**src/rtl/rotate_ctrl_if.sv**
```systemverilog
// Request/command bundle between a requester, the rotate sequencer and the
// downstream rotating shifter.
interface rotate_ctrl_if #(
    parameter int N  = 8,
    parameter int CW = 4
);
    logic          in_valid;
    logic          in_ready;
    logic [N-1:0]  in_data;
    logic [CW-1:0] in_count;
    logic          pause;
    logic          abort;
    logic [N-1:0]  sh_data;
    logic          load;
    logic          shift_ena;
    logic          busy;
    logic          done;

    modport master (
        output in_valid, in_data, in_count, pause, abort,
        input  in_ready, sh_data, load, shift_ena, busy, done
    );

    modport slave (
        input  in_valid, in_data, in_count, pause, abort,
        output in_ready, sh_data, load, shift_ena, busy, done
    );
endinterface

```
**src/rtl/rotate_ctrl.sv**
```systemverilog
// Sequencer for the n-bit rotating shifter: one load cycle followed by
// exactly COUNT right-rotate cycles, with pause/abort and a done pulse.
module rotate_ctrl #(
    parameter int N  = 8,
    parameter int CW = 4
) (
    input  logic         clock,
    input  logic         reset,
    rotate_ctrl_if.slave bus
);

    typedef enum logic [1:0] {
        ST_IDLE  = 2'd0,
        ST_LOAD  = 2'd1,
        ST_SHIFT = 2'd2,
        ST_DONE  = 2'd3
    } state_e;

    state_e        state_q, state_d;
    logic [CW-1:0] cnt_q, cnt_d;
    logic [N-1:0]  data_q, data_d;
    logic          load_s;
    logic          shift_s;

    // Next-state, counter and shifter-command decode.
    always_comb begin
        state_d = state_q;
        cnt_d   = cnt_q;
        data_d  = data_q;
        load_s  = 1'b0;
        shift_s = 1'b0;
        case (state_q)
            ST_IDLE: begin
                if (bus.in_valid) begin
                    data_d  = bus.in_data;
                    cnt_d   = bus.in_count;
                    state_d = ST_LOAD;
                end else begin
                    state_d = ST_IDLE;
                end
            end
            ST_LOAD: begin
                if (bus.abort) begin
                    state_d = ST_IDLE;
                end else begin
                    load_s  = 1'b1;
                    shift_s = 1'b1;
                    if (cnt_q == {CW{1'b0}}) begin
                        state_d = ST_DONE;
                    end else begin
                        state_d = ST_SHIFT;
                    end
                end
            end
            ST_SHIFT: begin
                if (bus.abort) begin
                    state_d = ST_IDLE;
                end else if (bus.pause) begin
                    state_d = ST_SHIFT;
                end else begin
                    shift_s = 1'b1;
                    cnt_d   = cnt_q - CW'(1);
                    if (cnt_q == CW'(1)) begin
                        state_d = ST_DONE;
                    end else begin
                        state_d = ST_SHIFT;
                    end
                end
            end
            ST_DONE: begin
                state_d = ST_IDLE;
            end
            default: begin
                state_d = ST_IDLE;
            end
        endcase
    end

    // State, rotate counter and captured word.
    always_ff @(posedge clock) begin
        if (reset) begin
            state_q <= ST_IDLE;
            cnt_q   <= {CW{1'b0}};
            data_q  <= {N{1'b0}};
        end else begin
            state_q <= state_d;
            cnt_q   <= cnt_d;
            data_q  <= data_d;
        end
    end

    // Reset masks every strobe so a mid-operation reset never shifts or completes.
    assign bus.in_ready  = (state_q == ST_IDLE) & ~reset;
    assign bus.busy      = (state_q != ST_IDLE) & ~reset;
    assign bus.done      = (state_q == ST_DONE) & ~reset;
    assign bus.load      = load_s & ~reset;
    assign bus.shift_ena = shift_s & ~reset;
    assign bus.sh_data   = data_q;

endmodule

```
**src/flat_wrapper.sv**
```systemverilog
// flat-port wrapper written by rule: the top's interface ports become plain ports
module rotate_ctrl_flat 
#(
    parameter int N  = 8,
    parameter int CW = 4
)
  (clock, reset, bus_in_valid, bus_in_data, bus_in_count, bus_pause, bus_abort, bus_in_ready, bus_sh_data, bus_load, bus_shift_ena, bus_busy, bus_done);
  rotate_ctrl_if #(.N(N), .CW(CW)) bus_i ();
  input  logic clock;
  input  logic reset;
  input wire logic [$bits(bus_i.in_valid)-1:0] bus_in_valid;
  input wire logic [$bits(bus_i.in_data)-1:0] bus_in_data;
  input wire logic [$bits(bus_i.in_count)-1:0] bus_in_count;
  input wire logic [$bits(bus_i.pause)-1:0] bus_pause;
  input wire logic [$bits(bus_i.abort)-1:0] bus_abort;
  output wire logic [$bits(bus_i.in_ready)-1:0] bus_in_ready;
  output wire logic [$bits(bus_i.sh_data)-1:0] bus_sh_data;
  output wire logic [$bits(bus_i.load)-1:0] bus_load;
  output wire logic [$bits(bus_i.shift_ena)-1:0] bus_shift_ena;
  output wire logic [$bits(bus_i.busy)-1:0] bus_busy;
  output wire logic [$bits(bus_i.done)-1:0] bus_done;
  assign bus_i.in_valid = bus_in_valid;
  assign bus_i.in_data = bus_in_data;
  assign bus_i.in_count = bus_in_count;
  assign bus_i.pause = bus_pause;
  assign bus_i.abort = bus_abort;
  assign bus_in_ready = bus_i.in_ready;
  assign bus_sh_data = bus_i.sh_data;
  assign bus_load = bus_i.load;
  assign bus_shift_ena = bus_i.shift_ena;
  assign bus_busy = bus_i.busy;
  assign bus_done = bus_i.done;
  rotate_ctrl #(.N(N), .CW(CW)) u_core (.clock(clock), .reset(reset), .bus(bus_i));
endmodule
```
**config.mk**
```make
export PLATFORM = sky130hd
export DESIGN_NAME = rotate_ctrl_flat
export DESIGN_NICKNAME = d
export VERILOG_FILES = /design/src/rtl/rotate_ctrl_if.sv /design/src/rtl/rotate_ctrl.sv /design/src/flat_wrapper.sv
export SDC_FILE = /design/constraint.sdc
export NUM_CORES = 1
export LEC_CHECK = 0
export CAP_MARGIN = 5
export CORE_UTILIZATION = 45
export CTS_CLUSTER_DIAMETER = 120
export CTS_CLUSTER_SIZE = 24
export DETAILED_ROUTE_END_ITERATION = 10
export PLACE_DENSITY = 0.82
export SLEW_MARGIN = 5
export SYNTH_ARGS = -nofsm -noshare
export SYNTH_HDL_FRONTEND = slang
export SYNTH_SLANG_ARGS = --single-unit
export TNS_END_PERCENT = 100
```
**constraint.sdc**
```tcl
create_clock -name clock -period 2.98 [get_ports clock]
set_clock_uncertainty 0.1 [all_clocks]
set_input_delay 0.596 -clock clock [delete_from_list [all_inputs] [get_ports clock]]
set_output_delay 0.596 -clock clock [all_outputs]
set_load 0.01 [all_outputs]
```
==> impl_metrics.csv, run 1 <==
group,metric,value,unit
run_status,outcome,"complete, but fails checks",
run_status,violations,"DRC",
synthesis,yosysWarnings,0,
timing,min_period_over_period,0.9037,
grt,grt_pass1_vias,732,
pwr,combPwrFrac,0.218,
flow_run,max-cap-violations,0,
synthesis,syn_inst,96,
grt,antenna_found_initial,0,
layout,num_antenna_cells,0,
synthesis,synthAdderAreaFrac,0.1120,
synthesis,ys_seq_elements,14,
timing,setup_tns,0,ps
grt,grt_util_all_layers,0.2277,
grt,grt_pass1_wl,3.236,mm
setup_path,regToRegSetupSlack,1060,ps
synthesis,async_reset_ff_frac,0,
worst_hold_path,hp-class,"reg2reg",
layout,num-nets-final,152,
synthesis,synth_top_family_by_area,"simple AND/OR/NAND/NOR gates",
routing,drc_errors,1,
setup_path,cp-startpoint,"bus_pause",
timing,period_needed,2693,ps
synthesis,synth_mux_area_frac,0.01760,
setup_path,slowest_stage,"clkdlybuf4s50_1",
floorplanning,initial_core_util,0.5016,
clock_network,numCtsBuffers,3,
clock_network,htreeDepth,1,
pwr,p_sw,113.6,µW
synthesis,syn_area,782.0,µm²
setup_path,slowest_delay,590,ps
clock_network,clock_sinks,14,
pwr,power_leakage,0.4368,nW
clock_network,clkTransAtPathRegs,90,ps
floorplanning,die_w,43.69,µm
timing,hold_viol_final,0,
worst_hold_path,min_from,"u_core.bus.sh_data[3]",
clock_network,ctsRootBufferMaster,"clkbuf_4",
setup_path,worstSetupPathType,"in2out",
floorplanning,die_area,1908,µm²
routing,wirelength,1.876,mm
routing,drt_first_iter_violations,24,
place,io_buffers,29,
synthesis,synth_compound_area_frac,0.1776,
routing,viasPerCell,5.357,
floorplanning,io_pins,30,
layout,regArea,280.3,µm²
setup_path,cp_cell_sequence,"clkdlybuf4s50_1, inv_1, a21oi_1, nor4b_1, clkdlybuf4s50_1",
grt,grt_max_degree,15,
timing,tightestPinTransition,403.0,ps
layout,drive_above_1_share,0.07087,
routing,ant_nets,0,
timing,timing.fmax,0.3713,GHz
timing,setup_viol,0,
synthesis,synth_flop_cell,"dfxtp_1",
floorplanning,num_rows,14,
floorplanning,die_y,43.69,µm
timing,holdWs,355.5,ps
place,pre_cts_slack,281.6,ps
routing,wl_per_cell,13.12,µm
pwr,power.density,389.5,nW/µm²
setup_path,arrival,2000,ps
clock_network,cts_tree,"yes",
pwr,clockPowerShare,0.314,
setup_path,worst-path-max-fanout,3,
synthesis,syn_area_per_cell,8.146,µm²
pwr,switching_share,0.2581,
synthesis,synth_edf_count,0,
setup_path,timing.rr.start,"u_core.state_q[0]",
clock_network,clockBufferDepth,2,
synthesis,ys_types,30,
floorplanning,fp.coreArea,1559,µm²
layout,n_fill_cell,121,
timing,layout_setup_ws,286.9,ps
clock_network,cts.repair.resized,0,
layout,area_growth,44.48,%
timing,slew-limit-headroom,0.7261,
setup_path,worstPathRequired,2280,ps
setup_path,r2r.worst_path.cells,6,
grt,overflow,0,
setup_path,crit_path_end,"bus_shift_ena",
setup_path,rr_endpoint,"u_core.cnt_q[0]",
timing,rsz0062_at_grt,"false",
synthesis,synth-simple-area-share,0.2688,
synthesis,synth_top_area_frac,0.3584,
clock_network,postCtsSetupRepairBufs,0,
synthesis,synth.area.top_cells,"dfxtp_1 (36%), ha_1 (11%), a21oi_1 (8.3%)",
setup_path,path_common_cell,"clkdlybuf4s50_1",
synthesis,syn-num-nets,120,
synthesis,synth-xor-area-share,0,
synthesis,synth_largest_area_cell,"dfxtp_1",
synthesis,ys_seq_area_frac,0.3584,
routing,dr.pass1.iters,7,
pwr,power_frac_seq,0.468,
clock_network,cts_hold_buf,0,
place,routabilityCongestion,0.7781,
setup_path,start_kind,"primary input",
pwr,max-vdd-ir-drop,0.2862,mV
place,hpwl,1.409,mm
clock_network,clock_latency,280,ps
setup_path,cp-end-kind,"primary output",
routing,route.vias.total,766,
layout,multi_input_area,450.4,µm²
timing,slew_viol_final,0,
pwr,p_int,326.5,µW
per-layer routing:
| metal | wire [µm] | part of all wire | GRT usage |
|---|---|---|---|
| met1 | 838 | 0.45 | 0.3091 |
| met2 | 956 | 0.51 | 0.3642 |
| met3 | 68 | 0.036 | 0.04167 |
| met4 | 13 | 0.0069 | 0.07500 |
| met5 | 0 | 0 | 0 |
kinds of logic after synthesis:
family,Yosys count
AND/OR/NAND/NOR,39
adder cells (fa/ha/maj),7
flip-flops,14
buffers and inverters,12
multiplexers,1
AO/OA/AOI/OAI,23
cells in the mapped netlist (2+ instances only):
library cell,n
dfxtp_1,14
a21oi_1,13
nand2_1,9
nand3_1,8
ha_1,7
inv_1,6
nor2b_1,5
nand2b_1,3
nor2_1,3
a211o_1,2
buf_2,2
clkbuf_1,2
nor3_1,2
nor4_1,2
o21ai_0,2
o31ai_1,2
worst min-delay path by stage:
| stage | endpoint | cells after the start |
|---|---|---|
| CTS | u_core.bus.sh_data[3] | 2 |
| floorplan | u_core.cnt_q[3] | 2 |
| global route | u_core.bus.sh_data[3] | 2 |
| finish | u_core.bus.sh_data[3] | 2 |
| detailed placement | u_core.bus.sh_data[2] | 2 |
| global placement | u_core.bus.sh_data[1] | 2 |
power by group through the flow:
stage,registers (mW),clock network [mW],logic [mW]
2_1_floorplan,0.212,0,0.0439
3_3_place_gp,0.210,0,0.0937
3_5_place_dp,0.210,0,0.0958
4_1_cts,0.206,0.142,0.0969
5_1_grt,0.208,0.149,0.106
6_report,0.206,0.138,0.0960
state kept, by name, indices dropped and copies added, names as in the netlist:
register,count
u_core.bus.sh_data,8
u_core.cnt_q,4
u_core.state_q,2
through the flow:
stage               utilization  std cells  instance area, µm²  total power [mW]
floorplan                     -         96               782.0            0.2557
global placement         0.7014        139                1094            0.3033
detailed placement       0.7014        139                1094            0.3059
CTS                      0.7247        143                1130            0.4446
global route             0.7247        143                1130            0.4624
finish                   0.7247        143                1130            0.4401
area by class of cell:
| cell class | instances | area share |
|---|---|---|
| Clock buffer | 4 | 0.03212 |
| Inverter | 6 | 0.01993 |
| Multi-Input combinational cell | 70 | 0.3987 |
| Sequential cell | 14 | 0.2481 |
| Tap cell | 16 | 0.01772 |
| Timing Repair Buffer | 33 | 0.2835 |
cell usage in the layout (no fill, tap or decap), drive strengths merged:
cell           netlist  final
a211o                2      2
a21oi               13     13
a31oi                1      1
and2                 1      1
and3b                1      1
buf                  4      4
clkbuf               2      4
clkdlybuf4s50        0     29
dfxtp               14     14
ha                   7      7
inv                  6      6
mux2i                1      1
nand2                9      9
nand2b               3      3
nand3                8      8
nand3b               1      1
nor2                 3      3
nor2b                5      5
nor3                 2      2
nor3b                1      1
nor4                 2      2
nor4b                1      1
o21a                 1      1
o21ai                2      2
o31a                 1      1
o31ai                2      2
o32ai                1      1
or3                  1      1
or4                  1      1
worst max-delay path, delay by kind of cell:
family / cells / cell delay, ps
buf+inv: 3 / 1100
compound gates: 1 / 60
simple gates: 1 / 250
Note: power is estimated with default switching activity, not from simulation.
==> run 2: changes to the inputs <==
--- a/config.mk
+++ b/config.mk
@@ -5,12 +5,13 @@
 export SDC_FILE = /design/constraint.sdc
 export NUM_CORES = 1
 export LEC_CHECK = 0
-export CAP_MARGIN = 5
+export CAP_MARGIN = 20
 export CORE_UTILIZATION = 45
 export CTS_CLUSTER_DIAMETER = 120
 export CTS_CLUSTER_SIZE = 24
 export DETAILED_ROUTE_END_ITERATION = 10
 export PLACE_DENSITY = 0.82
+export RECOVER_POWER = 100
 export SLEW_MARGIN = 5
 export SYNTH_ARGS = -nofsm -noshare
 export SYNTH_HDL_FRONTEND = slang
==> impl_metrics.csv, run 2 (synthesis gave the netlist of run 1 again) <==
group,metric,value,unit
clock_network,cts.repair.resized,0,
clock_network,cts_tree,"yes",
layout,most-common-layout-cells,"clkdlybuf4s50_1 (16), dfxtp_1 (14), a21oi_1 (13), dlygate4sd3_1 (13), nand2_1 (9)",
clock_network,htreeDepth,1,
timing,holdWs,352.2,ps
grt,grt_pass1_wl,3.236,mm
routing,ant_nets,0,
setup_path,slowest_delay,640,ps
routing,dr.pass1.iters,8,
grt,overflow,0,
timing,slew_viol_final,0,
timing,tightestPinTransition,559.8,ps
pwr,max-vdd-ir-drop,0.2834,mV
floorplanning,die_y,43.69,µm
place,dpl_cell_area,1094,µm²
pwr,p_int,322.1,µW
pwr,switching_share,0.2576,
setup_path,slowest_stage,"dlygate4sd3_1",
setup_path,cp_cell_sequence,"clkdlybuf4s50_1, inv_1, a21oi_1, nor4b_1, dlygate4sd3_1",
layout,num-nets-final,152,
setup_path,worst-path-max-fanout,3,
worst_hold_path,hp-class,"reg2reg",
setup_path,worstPathRequired,2280,ps
setup_path,cp-end-kind,"primary output",
grt,grt_util_all_layers,0.2277,
setup_path,start_kind,"primary input",
setup_path,arrival,2050,ps
grt,grt_pass1_vias,732,
pwr,combPwrFrac,0.210,
clock_network,numCtsBuffers,3,
pwr,p_sw,111.8,µW
layout,regArea,280.3,µm²
timing,rsz0062_at_grt,"false",
layout,drive_above_1_share,0.05512,
place,hpwl,1.409,mm
clock_network,clkTransAtPathRegs,90,ps
pwr,power.density,386.6,nW/µm²
layout,num_antenna_cells,0,
pwr,power.total,433.9,µW
pwr,power_frac_seq,0.473,
clock_network,clock_latency,280,ps
run_status,outcome,"complete, but fails checks",
clock_network,postCtsSetupRepairBufs,0,
layout,area_growth,43.52,%
grt,antenna_found_initial,0,
setup_path,worstSetupPathType,"in2out",
run_status,violations,"DRC",
layout,fin_area,1122,µm²
floorplanning,num_rows,14,
timing,min_period_over_period,0.9199,
floorplanning,die_area,1908,µm²
clock_network,cts_hold_buf,0,
layout,n_fill_cell,122,
pwr,clockPowerShare,0.316,
routing,drt_first_iter_violations,24,
timing,hold_viol_final,0,
routing,wl_per_cell,13.03,µm
timing,setup_viol,0,
timing,period_needed,2741,ps
routing,route.vias.total,770,
routing,wirelength,1.863,mm
place,io_buffers,29,
floorplanning,initial_core_util,0.5016,
timing,slew-limit-headroom,0.6161,
place,routabilityCongestion,0.7781,
timing,setup_tns,0,ps
flow_run,max-cap-violations,0,
layout,largest_reg_flops,8,
floorplanning,fp.coreArea,1559,µm²
timing,layout_setup_ws,238.6,ps
place,pre_cts_slack,281.6,ps
clock_network,clockBufferDepth,2,
routing,drc_errors,1,
grt,grt_max_degree,15,
clock_network,clock_sinks,14,
pwr,power_leakage,0.4740,nW
floorplanning,io_pins,30,
timing,timing.fmax,0.3648,GHz
floorplanning,die_w,43.69,µm
layout,final_common_cell,"clkdlybuf4s50_1",
layout,multi_input_area,446.7,µm²
routing,viasPerCell,5.385,
clock_network,ctsRootBufferMaster,"clkbuf_4",
## run 2: final timing paths
check | from | endpoint | slack, ps | cells past startpoint
worst max-delay path | bus_pause | bus_shift_ena | 240 | 5
worst min-delay path | u_core.bus.sh_data[3] | u_core.bus.sh_data[3] | 350 | 2
worst max register to register | u_core.state_q[1] | u_core.cnt_q[0] | 790 | 6
worst min register to register | u_core.bus.sh_data[3] | u_core.bus.sh_data[3] | 350 | 2
## run 2: area by class of cell
cell class / count / share of cell area
clock buffers: 4 / 0.03233
flip-flops and latches: 14 / 0.2497
well taps: 16 / 0.01784
repair buffers: 33 / 0.2821
multi-input cells: 70 / 0.3980
inverters: 6 / 0.02007
## run 2: per-layer routing
metal	wire [µm]	track usage	part of all wire
met1	846	0.3091	0.45
met2	936	0.3642	0.50
met3	66	0.04167	0.035
met4	13	0.07500	0.0070
met5	0	0	0
## run 2: power groups by stage
stage                     clock network, mW  logic (mW)  registers, mW
final                                 0.137      0.0912          0.205
after global routing                  0.149       0.101          0.207
after CTS                             0.142      0.0969          0.206
after detailed placement                  0      0.0958          0.210
after global placement                    0      0.0937          0.210
after floorplan                           0      0.0439          0.212
## run 2: metrics by stage
stage	util	std cells
after global placement	0.7014	139
after floorplan	-	96
after CTS	0.7247	143
after global routing	0.7199	143
after detailed placement	0.7014	139
final	0.7199	143
## run 2: worst max-delay path, delay by kind of cell
kind                   cells  cell delay, ps
AOI/OAI and AO/OA          1              60
buffers and inverters      3            1160
and+or+nand+nor            1             230
